==> src/rtl/core_pkg.sv <==
// Shared core-wide constants and types for the pipeline stage registers.
package core_pkg;

    localparam int unsigned XLEN = 32;
    localparam logic [31:0] NOP_INST = 32'h0000_0013;

    typedef struct packed {
        logic [XLEN-1:0] pc;
        logic [31:0]     inst;
    } pipe_payload_t;

    typedef enum logic [1:0] {
        StEmpty,
        StOne,
        StFull
    } skid_state_e;

endpackage

==> src/rtl/pipe_skid_buf.sv <==
// Generic 2-entry valid/ready skid buffer with synchronous flush; upstream ready is registered.
module pipe_skid_buf
    import core_pkg::*;
#(
    parameter type T = pipe_payload_t
) (
    input  logic clk,
    input  logic rst,
    input  logic i_flush,
    input  logic i_valid,
    output logic o_ready,
    input  T     i_data,
    output logic o_valid,
    input  logic i_ready,
    output T     o_data
);

    skid_state_e r_state;
    skid_state_e w_state_d;
    logic        r_in_ready;
    T            r_main;
    T            r_skid;
    logic        w_accept;
    logic        w_drain;
    logic        w_main_load;
    logic        w_main_from_skid;
    logic        w_skid_load;

    assign o_valid  = (r_state != StEmpty);
    assign o_ready  = r_in_ready;
    assign o_data   = r_main;
    assign w_accept = i_valid & r_in_ready;
    assign w_drain  = o_valid & i_ready;

    always_comb begin
        w_state_d        = r_state;
        w_main_load      = 1'b0;
        w_main_from_skid = 1'b0;
        w_skid_load      = 1'b0;
        unique case (r_state)
            StEmpty: begin
                if (w_accept) begin
                    w_state_d   = StOne;
                    w_main_load = 1'b1;
                end
            end
            StOne: begin
                if (w_accept && w_drain) begin
                    w_main_load = 1'b1;
                end else if (w_accept) begin
                    w_state_d   = StFull;
                    w_skid_load = 1'b1;
                end else if (w_drain) begin
                    w_state_d = StEmpty;
                end
            end
            StFull: begin
                if (w_drain) begin
                    w_state_d        = StOne;
                    w_main_from_skid = 1'b1;
                end
            end
            default: w_state_d = StEmpty;
        endcase
        // Flush wins over everything, including a handshake that fired this cycle.
        if (i_flush) begin
            w_state_d        = StEmpty;
            w_main_load      = 1'b0;
            w_main_from_skid = 1'b0;
            w_skid_load      = 1'b0;
        end
    end

    always_ff @(posedge clk or posedge rst) begin
        if (rst) begin
            r_state    <= StEmpty;
            r_in_ready <= 1'b1;
            r_main     <= '0;
            r_skid     <= '0;
        end else begin
            r_state    <= w_state_d;
            r_in_ready <= (w_state_d != StFull);
            if (w_main_load) begin
                r_main <= i_data;
            end else if (w_main_from_skid) begin
                r_main <= r_skid;
            end
            if (w_skid_load) begin
                r_skid <= i_data;
            end
        end
    end

endmodule

==> src/rtl/pipe_stage_skid.sv <==
// Pipeline stage register carrying {pc, inst} through a skid buffer, with flush, stall,
// NOP masking of idle outputs and a saturating stall-cycle counter.
module pipe_stage_skid
    import core_pkg::*;
#(
    parameter int unsigned       PC_W     = 32,
    parameter int unsigned       INST_W   = 32,
    parameter logic [INST_W-1:0] NOP_INST = INST_W'(core_pkg::NOP_INST),
    parameter int unsigned       CNT_W    = 16
) (
    input  logic              clk,
    input  logic              rst,
    input  logic              in_valid,
    output logic              in_ready,
    input  logic [PC_W-1:0]   in_pc,
    input  logic [INST_W-1:0] in_inst,
    output logic              out_valid,
    input  logic              out_ready,
    output logic [PC_W-1:0]   out_pc,
    output logic [INST_W-1:0] out_inst,
    input  logic              flush,
    input  logic              stall,
    output logic [CNT_W-1:0]  stall_cnt
);

    typedef struct packed {
        logic [PC_W-1:0]   pc;
        logic [INST_W-1:0] inst;
    } stage_payload_t;

    stage_payload_t   w_in_data;
    stage_payload_t   w_main_data;
    logic             w_main_v;
    logic             w_eff_ready;
    logic [CNT_W-1:0] r_stall_cnt;

    assign w_in_data.pc   = in_pc;
    assign w_in_data.inst = in_inst;
    assign w_eff_ready    = out_ready & ~stall;

    pipe_skid_buf #(
        .T (stage_payload_t)
    ) u_skid_buf (
        .clk     (clk),
        .rst     (rst),
        .i_flush (flush),
        .i_valid (in_valid),
        .o_ready (in_ready),
        .i_data  (w_in_data),
        .o_valid (w_main_v),
        .i_ready (w_eff_ready),
        .o_data  (w_main_data)
    );

    assign out_valid = w_main_v;
    assign out_pc    = w_main_v ? w_main_data.pc : '0;
    assign out_inst  = w_main_v ? w_main_data.inst : NOP_INST;
    assign stall_cnt = r_stall_cnt;

    always_ff @(posedge clk or posedge rst) begin
        if (rst) begin
            r_stall_cnt <= '0;
        end else if (w_main_v && !w_eff_ready && !flush && (r_stall_cnt != {CNT_W{1'b1}})) begin
            r_stall_cnt <= r_stall_cnt + 1'b1;
        end
    end

endmodule

==> config.mk <==
export PLATFORM = sky130hd
export DESIGN_NAME = pipe_stage_skid
export DESIGN_NICKNAME = d
export VERILOG_FILES = /design/src/rtl/core_pkg.sv /design/src/rtl/pipe_skid_buf.sv /design/src/rtl/pipe_stage_skid.sv
export SDC_FILE = /design/constraint.sdc
export NUM_CORES = 1
export LEC_CHECK = 0
export BUFFER_PORTS_ARGS = -buffer_cell sky130_fd_sc_hd__buf_4
export CAP_MARGIN = 30
export CORE_ASPECT_RATIO = 0.5
export CORE_MARGIN = 2
export CORE_UTILIZATION = 40
export DETAILED_ROUTE_END_ITERATION = 10
export HOLD_SLACK_MARGIN = 0.12
export PLACE_DENSITY = 0.64
export SYNTH_ARGS = -nofsm -noshare
export SYNTH_HDL_FRONTEND = slang
export SYNTH_SLANG_ARGS = --single-unit
==> constraint.sdc <==
create_clock -name clk -period 4.4 [get_ports clk]
set_input_delay 0.44 -clock clk [delete_from_list [all_inputs] [get_ports clk]]
set_output_delay 0.44 -clock clk [all_outputs]
set_load 0.005 [all_outputs]
==> impl_metrics.json, run 1 <==
{
  "overflow": 0,
  "synth_cells": 512,
  "syn_area_per_cell_um2": 13.2,
  "place_area_um2": 8140,
  "ys_seq_elements": 147,
  "cts_setup_buffers": 0,
  "grt_use_total_pct": 17.3,
  "ant_nets": 0,
  "design.core.area_um2": 16500,
  "multiInputGateArea_um2": 2910,
  "finalHoldViolations": 0,
  "num_vias": 4556,
  "ctsHtreeMaxLevel": 4,
  "cts_tree": "built",
  "clk_pin_slew_ns": 0.06,
  "crit_arrival_ns": 2.01,
  "first_pass_iters": 4,
  "hold_class": "in2reg",
  "met3_length_um": 495,
  "cts_buffers": 17,
  "syn_nets": 583,
  "ys_seq_area_share_pct": 54.3,
  "clk_path_buf_depth": 2,
  "grt_pass1_wl_um": 24600,
  "num-nets-final": 727,
  "report.final.slew_viol_count": 0,
  "p_total_mw": 4.52,
  "regArea_um2": 3680,
  "yosys_warnings": 0,
  "instances_no_fill": 896,
  "cap_violations": 0,
  "worstPathRequired_ns": 3.96,
  "p_leak_nw": 4.69,
  "cp_max_fo": 39,
  "irDropWorstVdd_mv": 0.338,
  "wl_um": 15000,
  "ys_types": 36,
  "whs_endpoint": "u_skid_buf.r_state[0]",
  "clk_latency_ns": 0.42,
  "slew_headroom_pct": 48.7,
  "min_period_ns": 2.45,
  "die_h_um": 96.0,
  "n_antenna_cell": 0,
  "cts_sinks": 147,
  "crit_path_end_kind": "primary output",
  "hold_depth": 2,
  "area_delta_synth_final_pct": 29.1,
  "top_layer": "met4",
  "worst_slew_pin_slew_ns": 0.769,
  "power_per_cell_area_nw_per_um2": 517,
  "clockRootBuffer": "clkbuf_16",
  "min_from": "flush",
  "wl_per_cell_um": 16.8,
  "wl_met2_um": 7200,
  "drc": 0,
  "wl_met1_um": 7190,
  "synth_area_um2": 6780,
  "start_util_pct": 41.1,
  "first_global_vias": 4649,
  "rows": 33,
  "cts_hold_buffers": 1,
  "vias_per_cell": 5.08,
  "grt_max_degree": 65,
  "rr_worst_depth": 5,
  "path_class": "reg2out",
  "post-route-cell-area_um2": 8750,
  "clock_skew_ns": 0.0148,
  "io_pins": 152,
  "place_inst": 863,
  "rsz0062_at_grt": "false",
  "worst_setup_path_start_kind": "flip-flop",
  "outcome": "completed",
  "dieArea_um2": 18100,
  "fin_crit_sh_pct": 55.7,
  "drtIter0Drc": 214,
  "r2r_start": "u_skid_buf.o_ready",
  "reg2reg_to": "u_skid_buf.r_skid[7]",
  "r2r_setup_slack_ns": 2.08,
  "place_congestion": 0.753,
  "drive_gt1_share_pct": 39.9,
  "n_fill_cell": 1445,
  "hpwl_um": 9530,
  "final_util_pct": 53.1,
  "fmax_mhz": 408,
  "die_width_um": 188,
  "ctsResizeCount": 0,
  "setup_viol": 0,
  "grt_antenna_before_repair": 0,
  "fin_setup_tns_ns": 0,
  "portBuffers": 151
}
[cell families (layout without fill, tap and decap cells)]
group / count (synthesis) / count (layout) / synth area share, %
AO/OA/AOI/OAI: 142 / 142 / 16.9
flip-flops: 147 / 147 / 54.3
buffers and inverters: 38 / 195 / 3.23
multiplexers: 66 / 66 / 14.3
AND/OR/NAND/NOR: 105 / 105 / 9.44
XOR/XNOR: 13 / 13 / 1.68
adder cells (fa/ha/maj): 1 / 1 / 0.185
[per-layer routing]
metal / GRT usage [%] / up-vias
met3: 3.14 / 13
met2: 28.5 / 85
met1: 23.5 / 2318
li1: - / 2140
met4: 5.77 / 0
met5: 0 / -
[where the power goes]
group | internal (mW) | switching, mW
logic | 0.678 | 0.340
registers | 1.78 | 0.249
clock network | 0.874 | 0.601
[stage by stage]
step / hold WS (ns) / setup slack [ns]
after CTS: 0.237 / 1.91
after floorplan: 0.440 / 0.0103
after global routing: 0.247 / 1.81
after detailed placement: 0.457 / 1.76
final: 0.252 / 1.95
after global placement: 0.451 / 1.68
[final cells by class]
type / count / share of cell area [%]
Clock inverter: 13 / 1.70
Tap cell: 227 / 3.25
Inverter: 2 / 0.143
Sequential cell: 147 / 42.1
Timing Repair Buffer: 161 / 14.4
Clock buffer: 19 / 5.18
Multi-Input combinational cell: 327 / 33.2
[how the worst max path moves through the flow]
stage | slack (ns) | start | to
4_1_cts | 1.91 | u_skid_buf.r_state[1] | out_pc[15]
2_1_floorplan | 0.01 | rst | stall_cnt[0]
3_3_place_gp | 1.68 | stall | u_skid_buf.r_skid[5]
3_5_place_dp | 1.76 | stall | u_skid_buf.r_skid[4]
5_1_grt | 1.81 | u_skid_buf.r_state[0] | out_pc[15]
6_report | 1.95 | u_skid_buf.r_state[0] | out_pc[24]
[placed cells by master, fill, tap and decap left out, types with 2 or more instances in the layout]
| master | instances |
|---|---|
| nor3_1 | 7 |
| a21oi_1 | 2 |
| buf_4 | 157 |
| clkbuf_8 | 2 |
| and3_1 | 3 |
| mux2_2 | 5 |
| o21bai_1 | 2 |
| o21ai_0 | 2 |
| inv_6 | 5 |
| dfrtp_1 | 146 |
| a31oi_1 | 2 |
| clkinvlp_4 | 6 |
| nand3_1 | 5 |
| or2_2 | 2 |
| a21o_1 | 65 |
| nand4_1 | 3 |
| a22o_1 | 64 |
| bufinv_16 | 2 |
| clkbuf_16 | 17 |
| nand2b_1 | 5 |
| nand2_1 | 8 |
| xor2_1 | 13 |
| buf_16 | 2 |
| nor2_1 | 2 |
| mux2_4 | 60 |
| and2_1 | 61 |
| a211oi_1 | 3 |
[synth_stat cells]
library cell / n / area [um^2]
dfrtp_1: 146 / 3650
a21o_1: 65 / 488
a22o_1: 64 / 561
and2_1: 61 / 382
mux2_4: 60 / 901
clkbuf_1: 15 / 56.3
buf_2: 13 / 65.1
xor2_1: 13 / 114
buf_6: 8 / 90.1
nand2_1: 8 / 30.0
nor3_1: 7 / 35.0
mux2_2: 5 / 56.3
nand2b_1: 5 / 31.3
nand3_1: 5 / 25.0
a211oi_1: 3 / 22.5
and3_1: 3 / 18.8
nand4_1: 3 / 18.8
nor2_1: 3 / 11.3
a21oi_1: 2 / 10.0
a31oi_1: 2 / 12.5
inv_1: 2 / 7.51
nor4b_1: 2 / 17.5
o21ai_0: 2 / 10.0
o21bai_1: 2 / 15.0
or2_2: 2 / 12.5
a2111oi_2: 1 / 15.0
dfstp_2: 1 / 26.3
ha_1: 1 / 12.5
mux2i_1: 1 / 10.0
nand4b_1: 1 / 8.76
nor3b_1: 1 / 7.51
nor4_1: 1 / 6.26
nor4_4: 1 / 21.3
o21ba_2: 1 / 10.0
or3_1: 1 / 6.26
or4_1: 1 / 7.51
[worst max-delay path, cell delays in order, from the launching register on]
cell and delay [ns]:
dfrtp_1 0.48, or2_2 0.54, buf_12 0.26, and2_1 0.19, buf_4 0.14
[flip-flops by register name, indices dropped and copies added (netlist names)]
signal	cells
u_skid_buf.r_state	2
u_skid_buf.o_ready	1
stall_cnt	16
u_skid_buf.r_skid	64
u_skid_buf.o_data	64
(Power assumes the default switching activity.)
==> run 2: changes to the inputs <==
Clock period 4.4 ns to 2 ns, I/O delays scaled along.
==> run 2 against run 1 <==
Net effect:
- count of clock-buffer cells in the layout decreased by 2
- flip-flop and latch count did not move
- non-clock buffer count rose by 74
- register-to-register slack lost 1.9 ns
- clock power up 110%
- routed wire length up 5.3%
- design area up 8.8%
- sequential power up 120%
- via count rose by 6.9%
- hold slack worse by 0.0093 ns
- utilization increased by 4.7 points
- setup slack lost 1.9 ns
==> impl_metrics.json, run 2 (synthesis gave the netlist of run 1 again) <==
{
  "clock_power_share_pct": 31.6,
  "n_antenna_cell": 0,
  "cpMostUsedCell": "buf_4",
  "hold_class": "in2async",
  "dieArea_um2": 18100,
  "setup_viol": 0,
  "crit_arrival_ns": 1.71,
  "grt_max_degree": 75,
  "report.final.slew_viol_count": 0,
  "clk_pin_slew_ns": 0.07,
  "fin_setup_tns_ns": 0,
  "ant_nets": 0,
  "num_vias": 4872,
  "fmax_mhz": 522,
  "outcome": "completed",
  "crit_path_end_kind": "primary output",
  "place_area_um2": 8240,
  "cp_num_buf_inv": 3,
  "critical-path-top-delay-family": "buffers and inverters",
  "layout_commonest_cell": "buf_4",
  "hold_slack_ns": 0.243,
  "worst_setup_path_start_kind": "flip-flop",
  "die_width_um": 188,
  "clock_skew_ns": 0.0152,
  "path_class": "reg2out",
  "place_congestion": 0.741,
  "drtIter0Drc": 239,
  "gr-max-usage-layer": "met2",
  "first_pass_iters": 4,
  "p_total_mw": 10.0,
  "worstPathRequired_ns": 1.80,
  "p_switching_mw": 2.73,
  "vias_per_cell": 5.02,
  "die_h_um": 96.0,
  "cap_violations": 0,
  "grt_use_total_pct": 18.3,
  "drc": 0,
  "slowest_stage": "dfrtp_1",
  "start_util_pct": 41.1,
  "post-route-cell-area_um2": 9520,
  "rows": 33,
  "wl_um": 15800,
  "ctsHtreeMaxLevel": 4,
  "clockRootBuffer": "clkbuf_16",
  "p_int_mw": 7.29,
  "p_comb_share_pct": 23.9,
  "irDropWorstVdd_mv": 0.680,
  "r2r_setup_slack_ns": 0.14,
  "io_pins": 152,
  "worst_slew_pin_slew_ns": 0.404,
  "critPathMaxStageDelay_ns": 0.38,
  "fin_crit_sh_pct": 95.7,
  "num-nets-final": 801,
  "portBuffers": 151,
  "crit_chain": "buf_4 -> or2_4 -> buf_12 -> and2_1 -> buf_4",
  "final_cell_mix": "buf_4 (160), dfrtp_1 (146), dlygate4sd3_1 (66)",
  "first_global_vias": 5058,
  "cp_max_fo": 32,
  "clk_latency_ns": 0.42,
  "clk_path_buf_depth": 2,
  "p_seq_share_pct": 44.5,
  "design.core.area_um2": 16500,
  "wl_per_cell_um": 16.3,
  "grtUsageMet2_pct": 30.6,
  "hpwl_um": 9800,
  "swShare_pct": 27.3,
  "min_period_ns": 1.91,
  "slew_headroom_pct": 73.0,
  "r2r_start": "u_skid_buf.o_ready",
  "met1_usage_pct": 24.6,
  "grt_pass1_wl_um": 25800,
  "rr_worst_depth": 4,
  "finalHoldViolations": 0,
  "rsz0062_at_grt": "false",
  "reg2reg_to": "u_skid_buf.r_skid[55]",
  "p_leak_nw": 5.03,
  "cts_sinks": 147,
  "overflow": 0,
  "area_delta_synth_final_pct": 40.5,
  "grt_antenna_before_repair": 0,
  "use_met3_pct": 3.24,
  "drive_gt1_share_pct": 37.1,
  "power_per_cell_area_nw_per_um2": 1050,
  "cts_tree": "built",
  "cts_buffers": 17
}
[run 2: metal layers]
| layer | routed length, um | vias to the layer above |
|---|---|---|
| li1 | - | 2279 |
| met3 | 425 | 16 |
| met2 | 7710 | 86 |
| met5 | 0 | - |
| met4 | 204 | 0 |
| met1 | 7500 | 2491 |
[run 2: tightest hold or removal path: stages]
cell	delay [ns]
dlygate4sd3_1	0.54
buf_4	0.14
clkinvlp_4	0.13
[run 2: power groups by stage]
stage	sequential [mW]	clock (mW)	combinational [mW]
after floorplan	4.34	0	1.55
after global placement	4.46	0	2.23
after detailed placement	4.48	0	2.30
after CTS	4.45	3.24	2.44
after global routing	4.57	3.39	2.62
final	4.46	3.16	2.40
[run 2: how the worst max path moves through the flow]
stage,cells past startpoint,end,from,slack [ns]
after floorplan,1,stall_cnt[0],rst,-0.05
after global placement,4,u_skid_buf.r_skid[52],u_skid_buf.o_ready,0.17
after detailed placement,4,u_skid_buf.r_skid[56],u_skid_buf.o_ready,0.16
after CTS,5,out_inst[29],u_skid_buf.r_state[0],0.06
after global routing,4,out_inst[29],u_skid_buf.r_state[1],0.01
final,5,out_pc[6],u_skid_buf.r_state[0],0.09
[run 2: repair_timing]
| action | CTS | global route |
|---|---|---|
| hold buffers | 66 | 0 |
| endpoints found under the setup margin | 61 | 0 |
| setup buffers | 0 | 0 |
| hold endpoints to repair | 274 | 0 |
| gates resized for setup | 7 | 0 |
[run 2: final cells by class]
class	instances	area, um^2
well taps	227	284
flip-flops and latches	147	3680
clock inverters	15	165
clock buffers	17	425
repair buffers	235	2040
multi-input cells	327	2910
inverters	2	11.3
fillers	1386	6960
[run 2: metrics by stage]
stage | setup slack, ns | utilization (%) | instances
after floorplan | -0.0462 | - | 512
after global placement | 0.175 | 50.0 | 872
after detailed placement | 0.158 | 50.0 | 872
after CTS | 0.0593 | 57.8 | 970
after global routing | 0.0119 | 57.8 | 970
final | 0.0860 | 57.8 | 970
==> run 3: changes to the inputs <==
Settings changed: ABC_AREA set to 1.
==> run 3 against run 2 <==
Net effect:
- hold slack gained 0.029 ns
- register-to-register slack gained 0.02 ns
- maximum frequency grew 0.18%
- first-iteration DRC count grew 57%
- flip-flop and latch count is the same
- count of clock-buffer cells in the layout grew 2
- clock power shrank 3%
- setup slack gained 0.0035 ns
- routed wire length grew 15%
- utilization shrank 1.6 points
- critical path type unchanged
==> impl_metrics.json, run 3 <==
{
  "power_per_cell_area_nw_per_um2": 968,
  "clk_latency_ns": 0.41,
  "drtIter0Drc": 375,
  "ant_nets": 0,
  "place_area_um2": 8440,
  "clock_skew_ns": 0.00993,
  "ys_types": 27,
  "setup_viol": 0,
  "rows": 34,
  "grt_max_degree": 53,
  "clk_path_buf_depth": 2,
  "clock_power_share_pct": 32.8,
  "swShare_pct": 29.8,
  "hold_class": "in2reg",
  "area_delta_synth_final_pct": 38.9,
  "wl_per_cell_um": 13.1,
  "hpwl_um": 11800,
  "cpMostUsedCell": "buf_4",
  "outcome": "completed",
  "cap_violations": 0,
  "n_fill_cell": 1614,
  "cts_hold_buffers": 67,
  "drc": 0,
  "rsz0062_at_grt": "false",
  "async_reset_ff_share_pct": 100,
  "worst_slew_pin_slew_ns": 0.606,
  "cts_buffers": 17,
  "die_width_um": 191,
  "synth_most_common_cell": "nand2_1",
  "p_total_mw": 9.37,
  "r2r_start": "u_skid_buf.r_state[0]",
  "wl_um": 18200,
  "synthTopCellsByArea": "dfrtp_1 (52%), nand2_1 (21%), nand3_1 (9.9%)",
  "clockRootBuffer": "clkbuf_16",
  "min_period_ns": 1.91,
  "critical-path-top-delay-family": "buffers and inverters",
  "p_seq_share_pct": 45.7,
  "p_comb_share_pct": 21.5,
  "ctsHtreeMaxLevel": 4,
  "dieArea_um2": 18600,
  "finalHoldViolations": 0,
  "fin_setup_tns_ns": 0,
  "path_class": "reg2out",
  "layout_commonest_cell": "nand2_1",
  "synthFlopType": "dfrtp_1",
  "crit_arrival_ns": 1.71,
  "io_pins": 152,
  "dp_slack_ns": 0.219,
  "p_int_mw": 6.58,
  "synth_edf_count": 0,
  "drive_gt1_share_pct": 19.9,
  "yosys-top-cells-count": "nand2_1 (397), dfrtp_1 (146), nand3_1 (138)",
  "overflow": 0,
  "num-nets-final": 1210,
  "n_antenna_cell": 0,
  "cp_num_buf_inv": 2,
  "syn_nets": 995,
  "grt_use_total_pct": 20.3,
  "die_h_um": 97.3,
  "p_switching_mw": 2.79,
  "synth_cells": 924,
  "p_leak_nw": 5.09,
  "slowest_stage": "dfrtp_1",
  "cts_tree": "built",
  "post-route-cell-area_um2": 9680,
  "instances_no_fill": 1386,
  "place_congestion": 0.832,
  "place_inst": 1287,
  "fin_crit_sh_pct": 95.5,
  "syn_area_per_cell_um2": 7.54,
  "min_from": "in_valid",
  "final_cell_mix": "nand2_1 (396), buf_4 (171), dfrtp_1 (146)",
  "report.final.slew_viol_count": 0,
  "worst_setup_path_start_kind": "flip-flop",
  "ys_seq_elements": 147,
  "start_util_pct": 40.5,
  "ctsResizeCount": 0,
  "synth_area_um2": 6970,
  "crit_chain": "nor2_4 -> buf_4 -> nor2_1 -> buf_4",
  "first_global_vias": 6357,
  "clk_pin_slew_ns": 0.06,
  "critPathMaxStageDelay_ns": 0.45,
  "cts_sinks": 147,
  "first_pass_iters": 5,
  "fmax_mhz": 523,
  "grt_pass1_wl_um": 30300,
  "vias_per_cell": 4.74,
  "cts_setup_buffers": 0,
  "grt_antenna_before_repair": 0,
  "synth_top_area_cell": "dfrtp_1",
  "design.core.area_um2": 17200,
  "cp_max_fo": 38,
  "crit_start": "u_skid_buf.r_state[1]",
  "setup_slack_ns": 0.0894,
  "portBuffers": 151,
  "worstPathRequired_ns": 1.80,
  "yosys_warnings": 0,
  "crit_path_end_kind": "primary output",
  "irDropWorstVdd_mv": 0.671,
  "slew_headroom_pct": 59.5,
  "ys_seq_area_share_pct": 52.8,
  "synth_top_area_share_pct": 52.4,
  "num_vias": 6568
}
run 3: changes by cell type after synthesis, sizes merged, moves of 64 or more:
| cell | previous run | this run |
|---|---|---|
| inv | 2 | 83 |
| nand2 | 8 | 400 |
| nand3 | 5 | 138 |
| nor2 | 3 | 83 |
| mux2 | 65 | 0 |
| a21o | 65 | 0 |
| a22o | 64 | 0 |
run 3: power by group through the flow:
stage                     Sequential, mW  Clock [mW]  Combinational (mW)
after global routing                4.39        3.26                2.33
final                               4.28        3.07                2.02
after detailed placement            4.32           0                1.94
after floorplan                     4.21           0                1.20
after CTS                           4.28        3.15                2.06
after global placement              4.29           0                1.88
run 3: routing by layer:
layer	GRT usage [%]	up-vias	wire [um]	part of all wire, %
met2	35.1	138	9140	50
met4	6.86	0	301	1.7
met1	26.1	3122	8060	44
met5	0	-	0	0
met3	3.03	27	701	3.9
li1	-	3281	-	-
run 3: cells by family (layout without fill, tap and decap cells):
group                    Yosys count  in the layout  synth area share, %
adder cells (fa/ha/maj)            1              1                0.180
XOR/XNOR                           7              7                0.880
buffers and inverters            130            358                 7.81
AO/OA/AOI/OAI                      8              8                0.754
AND/OR/NAND/NOR                  631            631                 37.6
flip-flops                       147            147                 52.8
run 3: metrics by stage:
stage	util [%]	hold slack (ns)
final	56.2	0.271
after floorplan	-	0.263
after CTS	56.2	0.256
after global routing	56.2	0.324
after detailed placement	49.0	0.320
after global placement	49.0	0.313
run 3: layout make-up:
| type | instances | area, um^2 | area share (%) |
|---|---|---|---|
| timing repair buffer | 243 | 2050 | 21.2 |
| inverter | 83 | 318 | 3.28 |
| tap | 234 | 293 | 3.02 |
| multi-input combinational | 647 | 2770 | 28.6 |
| clock buffer | 19 | 433 | 4.47 |
| sequential | 147 | 3680 | 38.0 |
| clock inverter | 13 | 136 | 1.41 |
run 3: final timing paths:
kind	end	cells past startpoint	slack [ns]
max	out_inst[15]	4	0.09
min	u_skid_buf.o_ready	4	0.27
max reg2reg	u_skid_buf.r_state[0]	6	0.16
min reg2reg	u_skid_buf.r_skid[38]	2	0.47
max in group asynchronous	u_skid_buf.o_data[14]	4	0.92
min in group asynchronous	stall_cnt[14]	3	0.42
run 3: worst reg2reg max path: cells and delay by family, from the launching register on:
kind | cells | cell delay (ns)
and+or+nand+nor | 2 | 0.25
DFF | 1 | 0.40
buffers and inverters | 3 | 0.93
AOI/OAI and AO/OA | 1 | 0.19
